<file path="src/rtl/pio_arb_if.sv">
// PIO arbiter bus bundle: N master command ports plus the single slave port.
// master modport is the environment side (masters and slave device); slave modport is the arbiter.
interface pio_arb_if #(
  parameter int unsigned NUM_M = 4,
  parameter int unsigned AW    = 16,
  parameter int unsigned DW    = 32
) ();

  logic [NUM_M-1:0]    m_cmd_vld;
  logic [NUM_M-1:0]    m_cmd_rdy;
  logic [NUM_M*AW-1:0] m_addr;
  logic [NUM_M*DW-1:0] m_data_w;
  logic [NUM_M-1:0]    m_rw;
  logic [DW-1:0]       m_data_r;
  logic [NUM_M-1:0]    m_rd_vld;
  logic                s_cmd_vld;
  logic [AW-1:0]       s_addr;
  logic [DW-1:0]       s_data_w;
  logic                s_rw;
  logic [DW-1:0]       s_data_r;
  logic                s_rd_vld;
  logic                timeout_err;

  modport master (
    output m_cmd_vld, m_addr, m_data_w, m_rw, s_data_r, s_rd_vld,
    input  m_cmd_rdy, m_data_r, m_rd_vld, s_cmd_vld, s_addr, s_data_w, s_rw, timeout_err
  );

  modport slave (
    input  m_cmd_vld, m_addr, m_data_w, m_rw, s_data_r, s_rd_vld,
    output m_cmd_rdy, m_data_r, m_rd_vld, s_cmd_vld, s_addr, s_data_w, s_rw, timeout_err
  );

endinterface

</file>
<file path="src/rtl/pio_arb.sv">
// Round-robin N-master to 1-slave PIO arbiter with single outstanding read.
// Optional read timeout enabled by defining PIO_ARB_TIMEOUT_EN.
module pio_arb #(
  parameter int unsigned NUM_M      = 4,
  parameter int unsigned AW         = 16,
  parameter int unsigned DW         = 32,
  parameter int unsigned RD_TIMEOUT = 256
) (
  input logic       clk,
  input logic       rst_n,
  pio_arb_if.slave  bus
);

  localparam int unsigned IW = $clog2(NUM_M);

  if (NUM_M < 2) begin : g_bad_num_m
    $error("pio_arb: NUM_M must be at least 2");
  end
  if (RD_TIMEOUT < 1) begin : g_bad_rd_timeout
    $error("pio_arb: RD_TIMEOUT must be at least 1");
  end

  typedef enum logic [0:0] {StIdle, StRdWait} state_e;

  state_e            state_q;
  logic [IW-1:0]     last_grant_q;
  logic [IW-1:0]     owner_q;
  logic              s_cmd_vld_q;
  logic [AW-1:0]     s_addr_q;
  logic [DW-1:0]     s_data_w_q;
  logic              s_rw_q;
  logic [NUM_M-1:0]  m_rd_vld_q;
  logic [DW-1:0]     m_data_r_q;

  logic [IW-1:0]     rr_idx;
  logic [IW-1:0]     grant_idx;
  logic              grant_vld;
  logic              accept;
  logic [NUM_M-1:0]  cmd_rdy;
  logic [NUM_M-1:0]  owner_onehot;
  logic [AW-1:0]     sel_addr;
  logic [DW-1:0]     sel_data_w;
  logic              sel_rw;

  // First requester strictly after the last grant, wrapping NUM_M-1 -> 0.
  always_comb begin
    grant_vld = 1'b0;
    grant_idx = '0;
    rr_idx    = '0;
    for (int unsigned k = 1; k <= NUM_M; k++) begin
      rr_idx = IW'((32'(last_grant_q) + k) % NUM_M);
      if (!grant_vld && bus.m_cmd_vld[rr_idx]) begin
        grant_vld = 1'b1;
        grant_idx = rr_idx;
      end
    end
  end

  assign accept = (state_q == StIdle) && grant_vld;

  always_comb begin
    cmd_rdy = '0;
    if (accept) begin
      cmd_rdy[grant_idx] = 1'b1;
    end
  end

  assign owner_onehot = NUM_M'(1) << owner_q;
  assign sel_addr     = bus.m_addr[32'(grant_idx)*AW +: AW];
  assign sel_data_w   = bus.m_data_w[32'(grant_idx)*DW +: DW];
  assign sel_rw       = bus.m_rw[grant_idx];

`ifdef PIO_ARB_TIMEOUT_EN
  localparam int unsigned CW = $clog2(RD_TIMEOUT + 1);
  logic [CW-1:0] to_cnt_q;
  logic          timeout_err_q;
`endif

  always_ff @(posedge clk or negedge rst_n) begin
    if (!rst_n) begin
      state_q       <= StIdle;
      last_grant_q  <= IW'(NUM_M - 1);
      owner_q       <= '0;
      s_cmd_vld_q   <= 1'b0;
      s_addr_q      <= '0;
      s_data_w_q    <= '0;
      s_rw_q        <= 1'b0;
      m_rd_vld_q    <= '0;
      m_data_r_q    <= '0;
`ifdef PIO_ARB_TIMEOUT_EN
      to_cnt_q      <= '0;
      timeout_err_q <= 1'b0;
`endif
    end else begin
      s_cmd_vld_q <= 1'b0;
      m_rd_vld_q  <= '0;
`ifdef PIO_ARB_TIMEOUT_EN
      timeout_err_q <= 1'b0;
`endif
      case (state_q)
        StIdle: begin
          if (accept) begin
            last_grant_q <= grant_idx;
            s_cmd_vld_q  <= 1'b1;
            s_addr_q     <= sel_addr;
            s_data_w_q   <= sel_data_w;
            s_rw_q       <= sel_rw;
            if (!sel_rw) begin
              state_q <= StRdWait;
              owner_q <= grant_idx;
`ifdef PIO_ARB_TIMEOUT_EN
              to_cnt_q <= '0;
`endif
            end
          end
        end
        StRdWait: begin
          // A real response beats a timeout landing in the same cycle.
          if (bus.s_rd_vld) begin
            m_data_r_q <= bus.s_data_r;
            m_rd_vld_q <= owner_onehot;
            state_q    <= StIdle;
          end
`ifdef PIO_ARB_TIMEOUT_EN
          else if (to_cnt_q == CW'(RD_TIMEOUT)) begin
            m_data_r_q    <= '1;
            m_rd_vld_q    <= owner_onehot;
            timeout_err_q <= 1'b1;
            state_q       <= StIdle;
          end else begin
            to_cnt_q <= to_cnt_q + CW'(1);
          end
`endif
        end
        default: state_q <= StIdle;
      endcase
    end
  end

  assign bus.m_cmd_rdy = cmd_rdy;
  assign bus.m_rd_vld  = m_rd_vld_q;
  assign bus.m_data_r  = m_data_r_q;
  assign bus.s_cmd_vld = s_cmd_vld_q;
  assign bus.s_addr    = s_addr_q;
  assign bus.s_data_w  = s_data_w_q;
  assign bus.s_rw      = s_rw_q;
`ifdef PIO_ARB_TIMEOUT_EN
  assign bus.timeout_err = timeout_err_q;
`else
  assign bus.timeout_err = 1'b0;
`endif

endmodule

</file>
<file path="src/flat_wrapper.sv">
// flat-port wrapper written by rule: the top's interface ports become plain ports
module pio_arb_flat 
#(
  parameter int unsigned NUM_M      = 4,
  parameter int unsigned AW         = 16,
  parameter int unsigned DW         = 32,
  parameter int unsigned RD_TIMEOUT = 256
)
  (clk, rst_n, bus_m_cmd_vld, bus_m_addr, bus_m_data_w, bus_m_rw, bus_s_data_r, bus_s_rd_vld, bus_m_cmd_rdy, bus_m_data_r, bus_m_rd_vld, bus_s_cmd_vld, bus_s_addr, bus_s_data_w, bus_s_rw, bus_timeout_err);
  pio_arb_if #(.NUM_M(NUM_M), .AW(AW), .DW(DW)) bus_i ();
  input logic clk;
  input logic rst_n;
  input wire logic [$bits(bus_i.m_cmd_vld)-1:0] bus_m_cmd_vld;
  input wire logic [$bits(bus_i.m_addr)-1:0] bus_m_addr;
  input wire logic [$bits(bus_i.m_data_w)-1:0] bus_m_data_w;
  input wire logic [$bits(bus_i.m_rw)-1:0] bus_m_rw;
  input wire logic [$bits(bus_i.s_data_r)-1:0] bus_s_data_r;
  input wire logic [$bits(bus_i.s_rd_vld)-1:0] bus_s_rd_vld;
  output wire logic [$bits(bus_i.m_cmd_rdy)-1:0] bus_m_cmd_rdy;
  output wire logic [$bits(bus_i.m_data_r)-1:0] bus_m_data_r;
  output wire logic [$bits(bus_i.m_rd_vld)-1:0] bus_m_rd_vld;
  output wire logic [$bits(bus_i.s_cmd_vld)-1:0] bus_s_cmd_vld;
  output wire logic [$bits(bus_i.s_addr)-1:0] bus_s_addr;
  output wire logic [$bits(bus_i.s_data_w)-1:0] bus_s_data_w;
  output wire logic [$bits(bus_i.s_rw)-1:0] bus_s_rw;
  output wire logic [$bits(bus_i.timeout_err)-1:0] bus_timeout_err;
  assign bus_i.m_cmd_vld = bus_m_cmd_vld;
  assign bus_i.m_addr = bus_m_addr;
  assign bus_i.m_data_w = bus_m_data_w;
  assign bus_i.m_rw = bus_m_rw;
  assign bus_i.s_data_r = bus_s_data_r;
  assign bus_i.s_rd_vld = bus_s_rd_vld;
  assign bus_m_cmd_rdy = bus_i.m_cmd_rdy;
  assign bus_m_data_r = bus_i.m_data_r;
  assign bus_m_rd_vld = bus_i.m_rd_vld;
  assign bus_s_cmd_vld = bus_i.s_cmd_vld;
  assign bus_s_addr = bus_i.s_addr;
  assign bus_s_data_w = bus_i.s_data_w;
  assign bus_s_rw = bus_i.s_rw;
  assign bus_timeout_err = bus_i.timeout_err;
  pio_arb #(.NUM_M(NUM_M), .AW(AW), .DW(DW), .RD_TIMEOUT(RD_TIMEOUT)) u_core (.clk(clk), .rst_n(rst_n), .bus(bus_i));
endmodule
</file>
<file path="config.mk">
export PLATFORM = sky130hd
export DESIGN_NAME = pio_arb_flat
export DESIGN_NICKNAME = d
export VERILOG_FILES = /design/src/rtl/pio_arb_if.sv /design/src/rtl/pio_arb.sv /design/src/flat_wrapper.sv
export SDC_FILE = /design/constraint.sdc
export NUM_CORES = 1
export LEC_CHECK = 0
export ABC_AREA = 1
export BUFFER_PORTS_ARGS = -buffer_cell sky130_fd_sc_hd__buf_2
export CORE_ASPECT_RATIO = 1.4
export CORE_MARGIN = 5
export CORE_UTILIZATION = 36
export DETAILED_ROUTE_END_ITERATION = 16
export MAX_ROUTING_LAYER = met4
export PLACE_DENSITY = 0.68
export SYNTH_ARGS = -nofsm -noshare
export SYNTH_HDL_FRONTEND = slang
export SYNTH_SLANG_ARGS = --single-unit
</file>
<file path="constraint.sdc">
create_clock -name clk -period 3.85 [get_ports clk]
set_clock_uncertainty 0.2 [all_clocks]
set_input_delay 0.385 -clock clk [delete_from_list [all_inputs] [get_ports clk]]
set_output_delay 0.385 -clock clk [all_outputs]
set_load 0.1 [all_outputs]
</file>
==> results of run 1 <==
-- cell usage after synthesis, types with 4 or more instances --
master                     number
sky130_fd_sc_hd__buf_1          4
sky130_fd_sc_hd__buf_2         12
sky130_fd_sc_hd__buf_4          6
sky130_fd_sc_hd__buf_6          7
sky130_fd_sc_hd__clkbuf_1      14
sky130_fd_sc_hd__dfrtp_1       89
sky130_fd_sc_hd__inv_1         63
sky130_fd_sc_hd__inv_2          5
sky130_fd_sc_hd__mux2_2        32
sky130_fd_sc_hd__nand2_1      237
sky130_fd_sc_hd__nand2_2        9
sky130_fd_sc_hd__nand3_1       32
sky130_fd_sc_hd__nand4_1        4
sky130_fd_sc_hd__nor2_1        53
sky130_fd_sc_hd__nor3_1         5
sky130_fd_sc_hd__o211ai_1      60
sky130_fd_sc_hd__o211ai_2      11
sky130_fd_sc_hd__o21ai_0        4
sky130_fd_sc_hd__or2_0         10
sky130_fd_sc_hd__or2_1         10
sky130_fd_sc_hd__or2_2         26
-- final cells by class --
| class | instances | area, µm² | share of cell area, % |
|---|---|---|---|
| multi-input combinational | 502 | 2705 | 35.72 |
| clock inverter | 7 | 67.56 | 0.8921 |
| tap | 192 | 240.2 | 3.172 |
| timing repair buffer | 336 | 1787 | 23.59 |
| inverter | 69 | 261.5 | 3.453 |
| clock buffer | 9 | 225.2 | 2.974 |
| sequential | 91 | 2280 | 30.10 |
| antenna | 3 | 7.507 | 0.09912 |
-- sequential cells by signal (all words and copies together) (netlist names) --
signal	count
u_core.owner_q	2
u_core.state_q	1
u_core.bus.m_rd_vld	4
u_core.bus.s_data_w	32
u_core.last_grant_q	2
u_core.bus.m_data_r	32
u_core.bus.s_rw	1
u_core.bus.s_addr	16
u_core.bus.s_cmd_vld	1
-- routing by layer --
| layer | track usage [%] | up-vias | part of all wire [%] |
|---|---|---|---|
| met3 | 4.734 | 34 | 8.2 |
| met5 | - | - | 0 |
| met1 | 23.80 | 2522 | 39 |
| met4 | 7.357 | 0 | 2.9 |
| li1 | - | 2868 | - |
| met2 | 33.83 | 249 | 49 |
-- critical path, delay by kind of cell (launching register included) --
| family | cells | cell delay [ns] |
|---|---|---|
| and+or+nand+nor | 8 | 0.85 |
| DFF | 1 | 0.66 |
| buffers and inverters | 3 | 0.65 |
-- logic make-up after synthesis --
kind of cell	after synthesis
other	1
and+or+nand+nor	393
AOI/OAI and AO/OA	76
muxes	32
buffers and inverters	112
DFF	91
-- what timing repair did --
action / 4_1_cts / 5_1_grt
hold endpoints to repair: 89 / 0
endpoints found under the setup margin: 0 / 0
hold buffers: 1 / 0
-- stage by stage --
stage	setup WS [ns]	cells	hold slack (ns)	area (µm²)	utilization (%)
2_1_floorplan	0.2505	705	-0.1106	5498	-
3_3_place_gp	1.088	1189	0.2580	7263	48.46
3_5_place_dp	0.9903	1189	0.2650	7263	48.46
4_1_cts	0.7494	1206	0.03339	7566	50.48
5_1_grt	0.6146	1208	0.04937	7571	50.52
6_report	0.7837	1209	0.05002	7574	50.53
-- worst paths after layout --
kind / startpoint / endpoint / depth (start not counted)
min in group asynchronous: rst_n / u_core.bus.s_data_w[23]$_DFFE_PN0P_ / 3
max in group asynchronous: rst_n / u_core.last_grant_q[0]$_DFFE_PN1P_ / 3
min: bus_s_rd_vld / u_core.state_q$_DFF_PN0_ / 2
max reg2reg: u_core.last_grant_q[0]$_DFFE_PN1P_ / u_core.bus.s_rw$_DFFE_PN0P_ / 13
max: u_core.last_grant_q[0]$_DFFE_PN1P_ / bus_m_cmd_rdy[0] / 11
min reg2reg: u_core.bus.s_data_w[2]$_DFFE_PN0P_ / u_core.bus.s_data_w[2]$_DFFE_PN0P_ / 2
==> flow_metrics.tcl, run 1 <==
set metrics [dict create \
    grt-ovfl-total 0 \
    area_fraction_in_and_or_nand_and_nor_cells_after_synthesis_pct 31.37 \
    yosysSeqAreaShare_pct 41.50 \
    num_vias 5673 \
    detail_route.wirelength_um 18320 \
    synth_cells 705 \
    final_layout_size_suffix_gt1_share_pct 43.79 \
    final_cell_mix "sky130_fd_sc_hd__buf_2, sky130_fd_sc_hd__nand2_1, sky130_fd_sc_hd__dfrtp_1" \
    cts-htree-levels 3 \
    fraction_of_the_cycle_the_final_worst_path_needs_pct 79.64 \
    yosys.area.top_type "sky130_fd_sc_hd__dfrtp_1" \
    setup_violations 0 \
    grt_max_degree 107 \
    maxCapViolCount 0 \
    synth_largest_type_area_fraction_pct 40.55 \
    boundaryPins 326 \
    rsz_0062_raised_after_global_routing "no" \
    r2r_setup_slack_ns 1.01 \
    synth_top_family_by_area "simple AND/OR/NAND/NOR gates" \
    dieArea_um2 17860 \
    cts-root-to-sink-buffers 2 \
    clock_sinks 91 \
    drt_iter0_markers 230 \
    die_h_um 156.2 \
    place.port_buffers 324 \
    floorplan.die.width_um 114.4 \
    drt-vias-per-instance 4.692 \
    crit_top_cell "sky130_fd_sc_hd__nand2_1" \
    asyncSetResetFlopFracSynth_pct 100.0 \
    drt_pre_antenna_iters 4 \
    fin_crit_ns 3.066 \
    yosys_register_bits 91 \
    max_stage_delay_ns 0.66 \
    cts_tree "done" \
    synth.area.mux_share_pct 6.560 \
    totalNegativeSetupSlack_ns 0 \
    hold_viol_final 0 \
    synth_edf_count 0 \
    synth_adder_area_share_pct 0 \
    critPathLaunchType "flip-flop" \
    setup.worst_path.class "reg -> out" \
    cts_resized 0 \
    area_delta_synth_final_pct 37.88 \
    synthesis.area_per_instance_um2 7.791 \
    yosys.area_share.xor_xnor_pct 0 \
    grt_first_pass_wirelength_um 28000 \
    status "completed" \
    critical_path.max_fanout 10 \
    cts_buffers 9 \
    gp_routability_congestion 0.9489 \
    synth_compound_gate_area_share_pct 11.16 \
    critical_path_required_ns 3.26 \
    min_path_type "in -> reg" \
    drv_slew 0 \
    route.detailed.wl_per_inst_um 15.15 \
    worstPathCellList "inv_4 -> nand2_1 -> nand2_1 -> nand2_1 -> nand2_2 -> nand2_2 -> nand3_2 -> nand2_1 -> inv_1 -> nor3_2 -> buf_2" \
    grt_util_all_layers_pct 20.31 \
    max_slew.worst_pin.slew_ns 0.5397 \
    worstSkewPairLatency_ns 0.34 \
    postCtsSetupRepairBufs 0 \
    crit_path_arrival_time_ns 2.48 \
    fp.coreArea_um2 14990 \
    critical_path.endpoint_type "output port" \
    mostFrequentLayoutCell "sky130_fd_sc_hd__buf_2" \
    synth_top_flop_cell "sky130_fd_sc_hd__dfrtp_1" \
    final_nets 1244 \
    grt_antenna_before_repair 2 \
    initial_utilization_pct 36.65 \
    synth.cell_area_um2 5493 \
    route.detailed.drc 0 \
    fillerInstances 1545 \
    worst_setup_hold_path_clk_slew_ns 0.07 \
    max_slew_margin_pct 63.97 \
    dpl.hpwl_um 14380 \
    synth.net_count 940 \
    synth.top_cells.by_area "sky130_fd_sc_hd__dfrtp_1, sky130_fd_sc_hd__nand2_1, sky130_fd_sc_hd__o211ai_1, sky130_fd_sc_hd__mux2_2, sky130_fd_sc_hd__inv_1" \
    number_of_routed_nets_with_antenna_violations 0 \
    synth.lib_cells_used.distinct 30 \
    first_global_vias 5603 \
    clock_tree.root_cell "sky130_fd_sc_hd__clkbuf_16" \
    cpMaxStageDelayCell "sky130_fd_sc_hd__dfstp_2" \
    rows 53 \
    maxClockFrequency_mhz 326.1 \
    yosys_warnings 0 \
]
Power of run 1 is left out: the tool's default activity adds up to more than one toggle a clock period on the data nets, which glitch-free logic cannot reach.
==> inputs of run 2 (changes only) <==
--- a/config.mk
+++ b/config.mk
@@ -12,7 +12,7 @@
 export CORE_UTILIZATION = 36
 export DETAILED_ROUTE_END_ITERATION = 16
 export MAX_ROUTING_LAYER = met4
-export PLACE_DENSITY = 0.68
+export PLACE_DENSITY = 0.71
 export SYNTH_ARGS = -nofsm -noshare
 export SYNTH_HDL_FRONTEND = slang
 export SYNTH_SLANG_ARGS = --single-unit
==> constraint.sdc (replaced) <==
create_clock -name clk -period 2.79 [get_ports clk]
set_clock_uncertainty 0.2 [all_clocks]
set_input_delay 0.279 -clock clk [delete_from_list [all_inputs] [get_ports clk]]
set_output_delay 0.279 -clock clk [all_outputs]
set_load 0.1 [all_outputs]
==> flow_metrics.tcl, run 2 (synthesized netlist as in run 1, its figures left out) <==
set metrics [dict create \
    status "completed" \
    critPathLaunchType "flip-flop" \
    detail_route.wirelength_um 19180 \
    area_delta_synth_final_pct 51.21 \
    final_nets 1303 \
    floorplan.die.width_um 114.4 \
    first_global_vias 5885 \
    route.detailed.drc 0 \
    dieArea_um2 17860 \
    fraction_of_the_cycle_the_final_worst_path_needs_pct 97.38 \
    setup.worst_path.class "reg -> out" \
    maxClockFrequency_mhz 368.1 \
    cts_buffers 9 \
    final_layout_size_suffix_gt1_share_pct 44.73 \
    setup_violations 0 \
    drt_pre_antenna_iters 4 \
    crit_path_arrival_time_ns 2.24 \
    rr_worst_depth 13 \
    clock_tree.root_cell "sky130_fd_sc_hd__clkbuf_16" \
    clock_sinks 91 \
    maxCapViolCount 0 \
    cts-root-to-sink-buffers 2 \
    cts_tree "done" \
    place.port_buffers 324 \
    timing.hold.worst_endpoint "u_core.bus.m_data_r[17]$_DFFE_PN0P_" \
    fin_hold_ws_ns 0.006670 \
    min_path_type "in -> reg" \
    worstHoldPathCells 2 \
    dp.cells 1197 \
    dpl.hpwl_um 14590 \
    grt_antenna_before_repair 2 \
    rows 53 \
    critical_path.reg2reg.startpoint "u_core.last_grant_q[0]$_DFFE_PN1P_" \
    fin_crit_ns 2.717 \
    boundaryPins 326 \
    hold_viol_final 0 \
    critical_path.endpoint_type "output port" \
    layout.core_utilization_pct 55.42 \
    initial_utilization_pct 36.65 \
    gp_routability_congestion 0.9010 \
    crit_start "u_core.last_grant_q[0]$_DFFE_PN1P_" \
    final_cell_mix "sky130_fd_sc_hd__buf_2, sky130_fd_sc_hd__nand2_1, sky130_fd_sc_hd__dfrtp_1" \
    worstSkewPairLatency_ns 0.34 \
    critical_path_required_ns 2.31 \
    worst_setup_hold_path_clk_slew_ns 0.06 \
    cts-htree-levels 3 \
    r2r_setup_slack_ns 0.13 \
    number_of_routed_nets_with_antenna_violations 0 \
    route.detailed.wl_per_inst_um 15.12 \
    holdCritStartpoint "bus_s_data_r[17]" \
    num_vias 5903 \
    critical_path.max_fanout 6 \
    fp.coreArea_um2 14990 \
    grt_util_all_layers_pct 21.08 \
    grt_max_degree 56 \
    die_h_um 156.2 \
    r2r-end "u_core.bus.s_addr[8]$_DFFE_PN0P_" \
    drt_iter0_markers 332 \
    finalNonFillerCells 1269 \
    mostFrequentLayoutCell "sky130_fd_sc_hd__buf_2" \
    rsz_0062_raised_after_global_routing "yes" \
    grt_first_pass_wirelength_um 29070 \
    drv_slew 0 \
    drt-vias-per-instance 4.652 \
    grt-ovfl-total 0 \
]
## run 2: cell types whose count changed in the layout (fill, tap and decap cells not counted), sizes merged
cell / previous run / this run
clkinvlp: 0 / 2
clkbuf: 9 / 10
bufinv: 0 / 2
diode: 3 / 4
dlygate4sd3: 1 / 41
buf: 335 / 354
inv: 73 / 70
clkinv: 3 / 1
## run 2: how the worst max path moves through the flow
| stage | end | depth (start not counted) |
|---|---|---|
| after global routing | bus_m_cmd_rdy[1] | 13 |
| after floorplan | bus_m_cmd_rdy[2] | 14 |
| after global placement | u_core.bus.s_rw$_DFFE_PN0P_ | 13 |
| after detailed placement | u_core.bus.s_addr[9]$_DFFE_PN0P_ | 13 |
| final | bus_m_cmd_rdy[2] | 13 |
| after CTS | bus_m_cmd_rdy[3] | 12 |
## run 2: stage by stage
stage / cell area [µm²] / setup TNS (ns) / worst slack, ns
floorplan: 5513 / -0.5075 / -0.2538
global placement: 7391 / 0 / 0.2490
detailed placement: 7391 / 0 / 0.1832
CTS: 8193 / 0 / 0.007051
global route: 8300 / -0.03622 / -0.01451
finish: 8305 / 0 / 0.07314
## run 2: final cells by class
type	instances	area, µm²
clock buffer	10	239.0
fill	1426	6681
inverter	69	270.3
clock inverter	6	93.84
multi-input combinational	502	2786
antenna	4	10.01
timing repair buffer	395	2386
sequential	91	2280
tap	192	240.2
## run 2: critical path: stages, from the launching register on
cell	delay, ns
sky130_fd_sc_hd__dfstp_2	0.61
sky130_fd_sc_hd__buf_6	0.13
sky130_fd_sc_hd__nand2_1	0.06
sky130_fd_sc_hd__nand2_2	0.07
sky130_fd_sc_hd__nand2_2	0.08
sky130_fd_sc_hd__nand2_4	0.09
sky130_fd_sc_hd__nor2_4	0.05
sky130_fd_sc_hd__buf_4	0.13
sky130_fd_sc_hd__nand3_4	0.10
sky130_fd_sc_hd__nand2_8	0.09
sky130_fd_sc_hd__nor2_4	0.13
sky130_fd_sc_hd__inv_4	0.06
sky130_fd_sc_hd__nor2_4	0.12
sky130_fd_sc_hd__buf_12	0.18
## run 2: layer usage
metal	track usage (%)	share of wire [%]
met5	-	0
met1	24.00	38
met4	6.961	2.1
met2	37.33	52
met3	3.415	7.4
## run 2: repair_timing
item,CTS,global route
hold buffers,41,0
resized for setup,7,19
pin swaps,1,12
endpoints found under the setup margin,3,4
endpoints found under the hold margin,74,0
setup buffers,5,6
Power of run 2 is left out for the same reason.
==> inputs of run 3 (changes only) <==
--- a/config.mk
+++ b/config.mk
@@ -13,6 +13,7 @@
 export DETAILED_ROUTE_END_ITERATION = 16
 export MAX_ROUTING_LAYER = met4
 export PLACE_DENSITY = 0.71
+export RECOVER_POWER = 50
 export SYNTH_ARGS = -nofsm -noshare
 export SYNTH_HDL_FRONTEND = slang
 export SYNTH_SLANG_ARGS = --single-unit
==> flow_metrics.tcl, run 3 (synthesized netlist as in run 1, its figures left out) <==
set metrics [dict create \
    clock_sinks 91 \
    final_layout_size_suffix_gt1_share_pct 41.01 \
    fin_hold_ws_ns 0.004812 \
    dieArea_um2 17860 \
    die_h_um 156.2 \
    boundaryPins 326 \
    number_of_routed_nets_with_antenna_violations 0 \
    worstSkewPairLatency_ns 0.34 \
    drt_iter0_markers 315 \
    multiInputGateArea_um2 2786 \
    fin_crit_ns 2.718 \
    floorplan.die.width_um 114.4 \
    fraction_of_the_cycle_the_final_worst_path_needs_pct 97.43 \
    first_global_vias 5885 \
    route.detailed.drc 0 \
    max_slew_margin_pct 18.95 \
    hold_viol_final 0 \
    maxCapViolCount 0 \
    cts-root-to-sink-buffers 2 \
    critPathLaunchType "flip-flop" \
    grt_max_degree 56 \
    final_cell_mix "sky130_fd_sc_hd__buf_2, sky130_fd_sc_hd__nand2_1, sky130_fd_sc_hd__dfrtp_1" \
    initial_utilization_pct 36.65 \
    num_vias 5918 \
    fp.coreArea_um2 14990 \
    grt_util_all_layers_pct 21.08 \
    maxClockFrequency_mhz 367.9 \
    drt_pre_antenna_iters 4 \
    stdcell_area_um2 8238 \
    mostFrequentLayoutCell "sky130_fd_sc_hd__buf_2" \
    clock_tree.root_cell "sky130_fd_sc_hd__clkbuf_16" \
    setup_violations 0 \
    cts-htree-levels 3 \
    status "completed" \
    worst_setup_hold_path_clk_slew_ns 0.06 \
    place.port_buffers 324 \
    dpl.hpwl_um 14590 \
    max_slew.worst_pin.slew_ns 1.221 \
    gp_routability_congestion 0.9010 \
    layout.core_utilization_pct 54.97 \
    totalNegativeSetupSlack_ns 0 \
    cts_tree "done" \
    rsz_0062_raised_after_global_routing "yes" \
    setup.worst_path.class "reg -> out" \
    fillerInstances 1458 \
    grt_first_pass_wirelength_um 29070 \
    rows 53 \
    r2r_setup_slack_ns 0.13 \
    crit_path_arrival_time_ns 2.24 \
    min_path_type "in -> reg" \
    drt-vias-per-instance 4.664 \
    grt_antenna_before_repair 2 \
    detail_route.wirelength_um 19180 \
    critical_path_required_ns 2.31 \
    postPlaceCellArea_um2 7391 \
    critical_path.max_fanout 6 \
    final_nets 1303 \
    route.detailed.wl_per_inst_um 15.11 \
    drv_slew 0 \
    critical_path.endpoint_type "output port" \
    area_delta_synth_final_pct 49.98 \
    grt-ovfl-total 0 \
    cts_buffers 9 \
    regArea_um2 2280 \
]
## run 3: cell count changes in the layout (fill, tap and decap cells not counted)
cell / before / now
sky130_fd_sc_hd__buf_2: 319 / 279
sky130_fd_sc_hd__clkbuf_1: 0 / 40
sky130_fd_sc_hd__buf_4: 25 / 23
sky130_fd_sc_hd__clkbuf_2: 0 / 2
sky130_fd_sc_hd__buf_12: 9 / 8
sky130_fd_sc_hd__clkbuf_4: 0 / 1
## run 3: layout make-up
type / instances / area share [%]
flip-flops and latches: 91 / 27.67
diodes: 4 / 0.1215
well taps: 192 / 2.916
inverters: 69 / 3.281
multi-input cells: 502 / 33.82
repair buffers: 395 / 28.14
clock inverters: 6 / 1.139
clock buffers: 10 / 2.901
## run 3: worst paths after layout
kind | startpoint | end | depth (start not counted)
setup / recovery | u_core.last_grant_q[0]$_DFFE_PN1P_ | bus_m_cmd_rdy[2] | 13
hold / removal | bus_s_data_r[17] | u_core.bus.m_data_r[17]$_DFFE_PN0P_ | 2
setup reg to reg | u_core.last_grant_q[0]$_DFFE_PN1P_ | u_core.bus.s_addr[8]$_DFFE_PN0P_ | 13
hold reg to reg | u_core.bus.s_data_w[19]$_DFFE_PN0P_ | u_core.bus.s_data_w[19]$_DFFE_PN0P_ | 2
max in group asynchronous | rst_n | u_core.bus.s_data_w[27]$_DFFE_PN0P_ | 3
min in group asynchronous | rst_n | u_core.bus.m_data_r[3]$_DFFE_PN0P_ | 2
## run 3: worst max-delay path, stage by stage, from the launching register on
cell,delay [ns]
sky130_fd_sc_hd__dfstp_2,0.61
sky130_fd_sc_hd__buf_6,0.13
sky130_fd_sc_hd__nand2_1,0.06
sky130_fd_sc_hd__nand2_2,0.07
sky130_fd_sc_hd__nand2_2,0.08
sky130_fd_sc_hd__nand2_4,0.09
sky130_fd_sc_hd__nor2_4,0.05
sky130_fd_sc_hd__buf_4,0.13
sky130_fd_sc_hd__nand3_4,0.10
sky130_fd_sc_hd__nand2_8,0.09
sky130_fd_sc_hd__nor2_4,0.13
sky130_fd_sc_hd__inv_4,0.06
sky130_fd_sc_hd__nor2_4,0.12
sky130_fd_sc_hd__buf_12,0.18
## run 3: routing by layer
layer	routed length, µm	global-route usage (%)	part of all wire [%]	vias up
met5	0	-	0	-
met4	429	6.961	2.2	0
met3	1413	3.415	7.4	28
met2	9979	37.33	52	256
met1	7355	24.00	38	2654
li1	-	-	-	2980
## run 3: metrics by stage
step                      worst slack (ns)  instances
final                              0.07167       1269
after global routing              -0.01451       1267
after CTS                         0.007051       1259
after detailed placement            0.1832       1197
after global placement              0.2490       1197
after floorplan                    -0.2538        705
## run 3: timing repair
item	in CTS	in global routing
gates resized for setup	7	19
setup endpoints to repair	3	4
pin swaps	1	12
hold endpoints to repair	74	0
setup buffers	5	6
hold buffers	41	0
Power of run 3 is left out for the same reason.
